===== config.mk =====
export PLATFORM = sky130hd
export DESIGN_NAME = axi_lite_master
export DESIGN_NICKNAME = d
export VERILOG_FILES = /design/src/rtl/axi_lite_master.sv
export SDC_FILE = /design/constraint.sdc
export NUM_CORES = 1
export LEC_CHECK = 0
export BUFFER_PORTS_ARGS = -buffer_cell sky130_fd_sc_hd__buf_2
export CORE_MARGIN = 2
export CORE_UTILIZATION = 30
export DETAILED_ROUTE_END_ITERATION = 6
export PLACE_DENSITY = 0.67
export SLEW_MARGIN = 10
export SYNTH_ARGS = -nofsm -noshare
export SYNTH_HDL_FRONTEND = slang
export SYNTH_SLANG_ARGS = --single-unit

===== constraint.sdc =====
create_clock -name aclk -period 2.1 [get_ports aclk]
set_input_delay 0.315 -clock aclk [delete_from_list [all_inputs] [get_ports aclk]]
set_output_delay 0.315 -clock aclk [all_outputs]
set_load 0.01 [all_outputs]

===== src/rtl/axi_lite_master.sv =====
// axi_lite_master: single-outstanding AXI4-Lite initiator behind a command/response handshake
module axi_lite_master #(
    parameter int ADDR_WIDTH = 4,
    parameter int DATA_WIDTH = 32
) (
    input  logic                    aclk,
    input  logic                    aresetn,
    input  logic                    cmd_valid,
    output logic                    cmd_ready,
    input  logic                    cmd_write,
    input  logic [ADDR_WIDTH-1:0]   cmd_addr,
    input  logic [DATA_WIDTH-1:0]   cmd_wdata,
    input  logic [DATA_WIDTH/8-1:0] cmd_wstrb,
    output logic                    rsp_valid,
    input  logic                    rsp_ready,
    output logic [DATA_WIDTH-1:0]   rsp_rdata,
    output logic [1:0]              rsp_resp,
    output logic [ADDR_WIDTH-1:0]   M_AXI_LITE_awaddr,
    output logic                    M_AXI_LITE_awvalid,
    input  logic                    M_AXI_LITE_awready,
    output logic [DATA_WIDTH-1:0]   M_AXI_LITE_wdata,
    output logic [DATA_WIDTH/8-1:0] M_AXI_LITE_wstrb,
    output logic                    M_AXI_LITE_wvalid,
    input  logic                    M_AXI_LITE_wready,
    input  logic [1:0]              M_AXI_LITE_bresp,
    input  logic                    M_AXI_LITE_bvalid,
    output logic                    M_AXI_LITE_bready,
    output logic [ADDR_WIDTH-1:0]   M_AXI_LITE_araddr,
    output logic                    M_AXI_LITE_arvalid,
    input  logic                    M_AXI_LITE_arready,
    input  logic [DATA_WIDTH-1:0]   M_AXI_LITE_rdata,
    input  logic [1:0]              M_AXI_LITE_rresp,
    input  logic                    M_AXI_LITE_rvalid,
    output logic                    M_AXI_LITE_rready
);
    typedef enum logic [2:0] {IDLE, WR_REQ, WR_RESP, RD_REQ, RD_RESP, RSP} state_t;
    state_t                  state;
    logic [ADDR_WIDTH-1:0]   addr;
    // A write leg is finished once its valid is low or handshaking on this edge
    logic aw_done, w_done;
    assign aw_done = !M_AXI_LITE_awvalid || M_AXI_LITE_awready;
    assign w_done  = !M_AXI_LITE_wvalid || M_AXI_LITE_wready;
    assign cmd_ready         = state == IDLE;
    assign rsp_valid         = state == RSP;
    assign M_AXI_LITE_bready = state == WR_RESP;
    assign M_AXI_LITE_rready = state == RD_RESP;
    assign M_AXI_LITE_awaddr = addr;
    assign M_AXI_LITE_araddr = addr;
    always_ff @(posedge aclk or negedge aresetn) begin
        if (!aresetn) begin
            state              <= IDLE;
            addr               <= '0;
            M_AXI_LITE_wdata   <= '0;
            M_AXI_LITE_wstrb   <= '0;
            M_AXI_LITE_awvalid <= 1'b0;
            M_AXI_LITE_wvalid  <= 1'b0;
            M_AXI_LITE_arvalid <= 1'b0;
            rsp_rdata          <= '0;
            rsp_resp           <= 2'b00;
        end else begin
            case (state)
                IDLE: if (cmd_valid) begin
                    addr               <= cmd_addr;
                    M_AXI_LITE_wdata   <= cmd_wdata;
                    M_AXI_LITE_wstrb   <= cmd_wstrb;
                    M_AXI_LITE_awvalid <= cmd_write;
                    M_AXI_LITE_wvalid  <= cmd_write;
                    M_AXI_LITE_arvalid <= !cmd_write;
                    state              <= cmd_write ? WR_REQ : RD_REQ;
                end
                WR_REQ: begin
                    if (M_AXI_LITE_awready) M_AXI_LITE_awvalid <= 1'b0;
                    if (M_AXI_LITE_wready) M_AXI_LITE_wvalid <= 1'b0;
                    if (aw_done && w_done) state <= WR_RESP;
                end
                WR_RESP: if (M_AXI_LITE_bvalid) begin
                    rsp_resp  <= M_AXI_LITE_bresp;
                    rsp_rdata <= '0;
                    state     <= RSP;
                end
                RD_REQ: if (M_AXI_LITE_arready) begin
                    M_AXI_LITE_arvalid <= 1'b0;
                    state              <= RD_RESP;
                end
                RD_RESP: if (M_AXI_LITE_rvalid) begin
                    rsp_rdata <= M_AXI_LITE_rdata;
                    rsp_resp  <= M_AXI_LITE_rresp;
                    state     <= RSP;
                end
                RSP: if (rsp_ready) state <= IDLE;
                default: state <= IDLE;
            endcase
        end
    end
endmodule


Word level (Yosys, flattened, before mapping)
Index checks and enable logic that the tools add are counted.
- input bits: 86
- register bits: 80
- word-level logic and storage cells: 60
- output and inout port bits: 85
- equal/unequal tests: 13
- reductions and logical operators: 16
- mux-type cells: 22
- operators with widths (cell ; number):
    2-to-1 mux 32 bit ; 2
    case mux 32 bit (2 select lines) ; 1
    2-to-1 mux 3 bit ; 6
    case mux 3 bit (6 select lines) ; 1
    inequality test 2 bit, second input constant ; 7
    AND reduction 3 bit ; 4
    equality test 3 x 2 -> 1 bit, second input constant ; 2
    equality test 3 bit, second input constant ; 2
    2-to-1 mux 2 bit ; 3
    case mux 1 bit (2 select lines) ; 3
    AND reduction 6 bit ; 1
    nonzero test 2 bit ; 3
    2-to-1 mux 1 bit ; 5
    case mux 2 bit (2 select lines) ; 1
    equality test 3 x 1 -> 1 bit, second input constant ; 1
    zero test 1 bit ; 3
    zero test 3 bit ; 1
    logical OR 1 bit ; 2
    inequality test 2 x 1 -> 1 bit, second input constant ; 1
    AND reduction 2 bit ; 1
    logical AND 1 bit ; 1

Depth between registers and ports, before layout
Gate-level depths: netlist of run 1.
- word-level depth: 5
- mapped depth: 7
- depth with buffers taken out: 4

Least setup slack after synthesis of run 1
No wires, ideal clock.
- kind: register to register
- start point: register state[1]
- end point: register addr[0], in the netlist M_AXI_LITE_araddr[0]
- period minus slack after synthesis: 1.575 ns
- setup slack: 0.525 ns
- data arrival time: 1.450 ns
- stages on the path, launching flop included: 5
- path through: dfrtp_1 buf_6 nor4b_4 buf_6 mux2_4
- longest elaborated chain between the ends: 2
- RTL lines (item ; line ; RTL):
    start: declaration ; 37 ; state_t state;
    start signal: assignment ; 69 ; state <= cmd_write ? WR_REQ : RD_REQ;
    zero test 3 bit ; 61 ; case (state)
    AND reduction 2 bit (no source line) ; - ;
    end signal: assignment ; 63 ; addr <= cmd_addr;
    end: declaration ; 38 ; logic [ADDR_WIDTH-1:0] addr;
Every way passes these cells.
A chain may end at the register's enable or synchronous reset.

Worst setup path in the final report of run 1
- start point: register state[2]
- end point: output port M_AXI_LITE_rready
- longest elaborated chain between the ends: 1
- RTL lines (item ; line ; RTL):
    equality test 3 bit ; 46 ; assign M_AXI_LITE_rready = state == RD_RESP;
    end: declaration ; 34 ; output logic M_AXI_LITE_rready
Every way passes these cells.

==> impl_metrics.csv, run 1 <==
group,metric,value,unit
sta,setup_ws,0.145,ns
global_route,grt_overflow,0,
sta,fmax,0.511,GHz
min_path,hp-class,"in2reg",
final_layout,regArea,2000,um2
final_layout,drive_gt1_share,51.4,%
pwr,ir_drop,0.000645,V
critical_path,crit_required,1.78,ns
sta,drv_slew,0,
run,maxCapViolations,0,
logic_synthesis,synth_area_leaders,"dfrtp_1 (58%), mux2_4 (16%), nand2_1 (7.8%), o21ai_0 (6.0%), buf_4 (2.4%)",
clock_tree,cts-resized-gates,0,
die,num_io_pins,171,
route,drc,0,
critical_path,cp-start-kind,"register",
logic_synthesis,syn_inst,287,
critical_path,rr_endpoint,"M_AXI_LITE_wdata[11]$_DFFE_PN0P_",
pwr,p_per_area,1580,nW/um2
min_path,hold_start,"M_AXI_LITE_arready",
clock_tree,clock_sinks,80,
final_layout,multi_input_area,1310,um2
sta,finalCriticalPeriod,1.96,ns
global_route,gr-max-usage-layer,"met2",
global_route,met3_usage,3.76,%
clock_tree,path_clk_slew,0.06,ns
sta,clock_skew,0.00439,ns
die,start_util,30.6,%
critical_path,r2r_start,"state[0]$_DFFE_PN0P_",
final_layout,fill_cells,1117,
die,dieArea,12500,um2
die,rows,39,
clock_tree,htreeDepth,3,
global_route,grtUsageTotal,14.2,%
route,wl_per_cell,13.9,um
sta,tightest_slew,0.496,ns
final_layout,final_cell_count_no_fill,603,
sta,tns,0,ns
global_route,grt_use_met1,17.4,%
clock_tree,numCtsBuffers,9,
placement,gp_congestion,0.780,
critical_path,rr_worst_depth,3,
logic_synthesis,yosys_warnings,0,
clock_tree,cts_tree,"built",
global_route,grt_max_degree,69,
clock_tree,cts_buffer_depth,2,
die,core_area,11400,um2
min_path,holdPathStages,2,
global_route,grt_pass1_wl,13.9,mm
route,drt_iter0_drc,114,
final_layout,layout_commonest_cell,"buf_2",
clock_tree,root_buffer,"clkbuf_16",
die,die_w,112,um
critical_path,worstPathMaxFanout,9,
critical_path,endpoint_kind,"output pin",
sta,holdWs,0.204,ns
sta,finalSetupViolCount,0,
route,num_vias,2649,
logic_synthesis,synth_top_area_share,57.6,%
sta,hold_viol_final,0,
logic_synthesis,yosys.area.top_type,"dfrtp_1",
die,die_y,112,um
global_route,grt_pass1_vias,2707,
critical_path,path_class,"reg2out",
min_path,hold_path_end,"M_AXI_LITE_arvalid$_DFFE_PN0P_",
critical_path,rrSetupSlack,0.33,ns
logic_synthesis,syn_area,3480,um2
outcome,status,"complete, no violations",
logic_synthesis,synth-seq-area-share,57.6,%
critical_path,critPathArrivalTime,1.64,ns
clock_tree,clkLatencyLatePin,0.34,ns
route,ant_nets,0,
final_layout,fin_util,41.6,%
sta,rsz0062_at_grt,"no",
route,drt_first_pass_iters,4,
placement,io_buffers,170,
placement,place_ws,0.345,ns
global_route,antenna_found_initial,1,
final_layout,nets,540,
pwr,p_leak,0.00243,uW
sta,max_slew_margin,66.9,%
logic_synthesis,syn-num-nets,373,
placement,hpwl,6.02,mm
sta,post-route-period-util,93.1,%
global_route,met2_usage,22.8,%
route,viasPerCell,4.39,
final_layout,syn2layout_area_growth,36.0,%
final_layout,layout_common_cells,"buf_2 (169), dfrtp_1 (80), nand2_1 (72)",
logic_synthesis,ys_types,25,
placement,dp.cells,585,
route,wirelength,8.40,mm
logic_synthesis,syn_area_per_cell,12.1,um2
logic_synthesis,synth_seq_cells,80,
-- synthesized netlist by cell type --
cell	n
a21boi_0	1
a21oi_1	1
a22oi_1	1
a31oi_1	4
and2_1	3
and3b_1	2
buf_2	4
buf_4	11
buf_6	5
clkbuf_1	2
dfrtp_1	80
inv_1	2
mux2_2	2
mux2_4	38
mux2i_1	4
nand2_1	72
nand2b_1	2
nor2_1	1
nor2b_1	4
nor2b_2	1
nor3_1	1
nor4b_4	1
o21ai_0	42
o21ai_2	2
o311ai_0	1
-- power by group --
group	switching [uW]	internal [uW]
combinational	1560	1620
clock	613	830
sequential	505	2320
total	2670	4780
-- repair_timing --
| item | 4_1_cts | 5_1_grt |
|---|---|---|
| buffers inserted | 0 | 0 |
| hold buffers | 1 | 0 |
| endpoints found under the hold margin | 34 | 0 |
-- critical path, stage by stage, from the launching register on --
cell     delay (ns)
dfrtp_1        0.52
nor2b_2        0.25
and2_1         0.32
buf_2          0.20
-- routing by layer --
layer,wire length [um],part of all wire [%]
met1,3480,41
met2,4160,50
met3,533,6.3
met4,223,2.7
met5,0,0
-- final cells by class --
class / count / area share [%]
sequential: 80 / 42.4
multi-input combinational: 183 / 27.7
timing repair buffer: 178 / 20.2
clock buffer: 11 / 5.14
tap: 143 / 3.79
clock inverter: 5 / 0.688
inverter: 2 / 0.159
antenna: 1 / 0.0529
-- stage by stage --
stage / instance area [um2] / power (uW)
after floorplan: 3480 / 4870
after global placement: 4440 / 5950
after detailed placement: 4440 / 6060
after CTS: 4720 / 7590
after global routing: 4730 / 8010
final: 4730 / 7450
-- state kept, by name, summed over array words and instances (netlist names) --
name	count
M_AXI_LITE_wdata	32
rsp_rdata	32
M_AXI_LITE_araddr	4
M_AXI_LITE_wstrb	4
state	3
rsp_resp	2
M_AXI_LITE_arvalid	1
M_AXI_LITE_awvalid	1
M_AXI_LITE_wvalid	1
-- worst max-delay path by stage --
stage,to,from,cells past startpoint,slack [ns]
5_1_grt,M_AXI_LITE_rready,state[2]$_DFFE_PN0P_,3,0.03
3_5_place_dp,M_AXI_LITE_wdata[11]$_DFFE_PN0P_,state[0]$_DFFE_PN0P_,3,0.35
6_report,M_AXI_LITE_rready,state[2]$_DFFE_PN0P_,3,0.14
3_3_place_gp,M_AXI_LITE_wdata[11]$_DFFE_PN0P_,state[0]$_DFFE_PN0P_,3,0.40
4_1_cts,M_AXI_LITE_rready,state[2]$_DFFE_PN0P_,3,0.14
2_1_floorplan,M_AXI_LITE_araddr[0]$_DFFE_PN0P_,state[1]$_DFFE_PN0P_,4,0.52
-- cell families after synthesis --
kind of cell,Yosys count,share of synthesized area (%)
AOI/OAI and AO/OA,52,8.10
buffers and inverters,24,5.00
and+or+nand+nor,87,11.1
muxes,44,18.2
DFF,80,57.6
No activity file was read; power rests on OpenSTA's default activity.
==> run 2, diff against run 1 <==
Settings changed: CORE_ASPECT_RATIO set to 1.2.
==> run 2 against run 1 <==
Clock-buffer cell count down 2. Sequential power hardly changed. Power increased by 1.4%. Sequential cell count is the same. Setup slack better by 0.071 ns. Via count grew 1.7%. Global-route usage down 1.1 points.
==> impl_metrics.csv, run 2 (synthesized netlist as in run 1, its figures left out) <==
group,metric,value,unit
route,drt_first_pass_iters,4,
pwr,p_leak,0.00243,uW
sta,finalCriticalPeriod,1.88,ns
pwr,p_sw_share,35.5,%
sta,hold_viol_final,0,
route,wirelength,8.13,mm
critical_path,cp-start-kind,"register",
placement,io_buffers,170,
global_route,grt_pass1_vias,2642,
pwr,p_seq_share,37.2,%
critical_path,worstPathMaxFanout,9,
route,viasPerCell,4.37,
clock_tree,path_clk_slew,0.06,ns
die,num_io_pins,171,
pwr,comb_power_share,41.7,%
die,core_area,11400,um2
die,rows,43,
min_path,holdPathStages,2,
critical_path,rrSetupSlack,0.41,ns
global_route,grt_overflow,0,
clock_tree,clkLatencyLatePin,0.33,ns
global_route,antenna_found_initial,0,
final_layout,layout_common_cells,"buf_2 (169), dfrtp_1 (79), nand2_1 (72)",
critical_path,path_class,"reg2out",
sta,post-route-period-util,89.8,%
critical_path,critPathArrivalTime,1.57,ns
sta,max_slew_margin,71.0,%
critical_path,crit_required,1.78,ns
sta,finalSetupViolCount,0,
sta,tns,0,ns
die,dieArea,12500,um2
min_path,hp-class,"in2reg",
min_path,hold_start,"M_AXI_LITE_arready",
global_route,grtUsageTotal,13.1,%
die,die_w,102,um
final_layout,antenna_cells,0,
route,ant_nets,0,
global_route,grt_max_degree,55,
critical_path,r2r_start,"state[1]$_DFFE_PN0P_",
pwr,switchingPower,2680,uW
pwr,internal_power,4870,uW
route,num_vias,2693,
pwr,clock_power_share,21.0,%
sta,rsz0062_at_grt,"no",
clock_tree,htreeDepth,3,
route,drc,0,
clock_tree,post_cts_buffers,0,
global_route,grt_pass1_wl,12.6,mm
clock_tree,cts_tree,"built",
sta,tightest_slew,0.433,ns
min_path,hold_path_end,"M_AXI_LITE_arvalid$_DFFE_PN0P_",
final_layout,nets,540,
critical_path,rr_endpoint,"rsp_rdata[24]$_DFFE_PN0P_",
sta,fmax,0.531,GHz
clock_tree,numCtsBuffers,9,
final_layout,drive_gt1_share,51.9,%
final_layout,layout_commonest_cell,"buf_2",
run,maxCapViolations,0,
route,wl_per_cell,13.2,um
final_layout,reg_top3,"M_AXI_LITE_wdata (32), rsp_rdata (32)",
die,die_y,122,um
final_layout,syn2layout_area_growth,36.9,%
placement,hpwl,6.05,mm
route,drt_iter0_drc,88,
sta,holdWs,0.193,ns
clock_tree,root_buffer,"clkbuf_16",
pwr,finalPower,7550,uW
outcome,status,"complete, no violations",
clock_tree,clock_sinks,80,
placement,gp_congestion,0.729,
sta,clock_skew,0.00609,ns
critical_path,rr_worst_depth,4,
die,start_util,30.5,%
critical_path,endpoint_kind,"output pin",
pwr,p_per_area,1590,nW/um2
sta,drv_slew,0,
pwr,ir_drop,0.000449,V
clock_tree,cts_buffer_depth,2,
[run 2: cell type report]
cell class,instances,area (um2)
multi-input combinational,183,1310
fill,1143,6650
clock buffer,9,225
sequential,80,2000
tap,157,196
clock inverter,7,78.8
inverter,2,7.51
timing repair buffer,178,941
[run 2: critical path, cell delays in order, from the launching register on]
cell     delay (ns)
dfrtp_1        0.50
nor2b_2        0.25
and2_1         0.17
buf_4          0.17
buf_2          0.14
[run 2: metrics by stage]
step	std cells	util [%]	instance area (um2)	setup slack (ns)
detailed placement	599	39.0	4440	0.350
global placement	599	39.0	4440	0.392
finish	616	41.7	4760	0.215
global route	616	41.7	4760	0.104
floorplan	287	-	3480	0.525
CTS	616	41.7	4760	0.0554
[run 2: metal layers]
metal / GRT usage, % / routed length [um] / vias up
met5: 0 / 0 / -
met4: 5.83 / 123 / 0
met3: 3.38 / 563 / 9
met2: 22.6 / 4180 / 88
met1: 15.0 / 3270 / 1303
li1: - / - / 1293
[run 2: power groups by stage]
stage / Combinational (uW) / Clock [uW] / Sequential, uW
floorplan: 1760 / 0 / 3110
global placement: 3120 / 0 / 2810
detailed placement: 3200 / 0 / 2830
CTS: 3210 / 1640 / 2820
global route: 3500 / 1690 / 2920
finish: 3150 / 1590 / 2810
[run 2: worst max-delay path by stage]
stage                                            end  slack, ns  depth (start not counted)                  from
CTS                                M_AXI_LITE_rready       0.06                          4  state[0]$_DFFE_PN0P_
detailed placement  M_AXI_LITE_wdata[12]$_DFFE_PN0P_       0.35                          3  state[0]$_DFFE_PN0P_
floorplan           M_AXI_LITE_araddr[0]$_DFFE_PN0P_       0.52                          4  state[1]$_DFFE_PN0P_
global placement    M_AXI_LITE_wdata[11]$_DFFE_PN0P_       0.39                          3  state[0]$_DFFE_PN0P_
finish                             M_AXI_LITE_rready       0.22                          4  state[2]$_DFFE_PN0P_
global route                       M_AXI_LITE_rready       0.10                          4  state[2]$_DFFE_PN0P_
[run 2: what timing repair did]
action | 4_1_cts | 5_1_grt
endpoints found under the setup margin | 0 | 1
hold endpoints to repair | 27 | 0
gates resized for setup | 0 | 1
hold buffers | 1 | 0
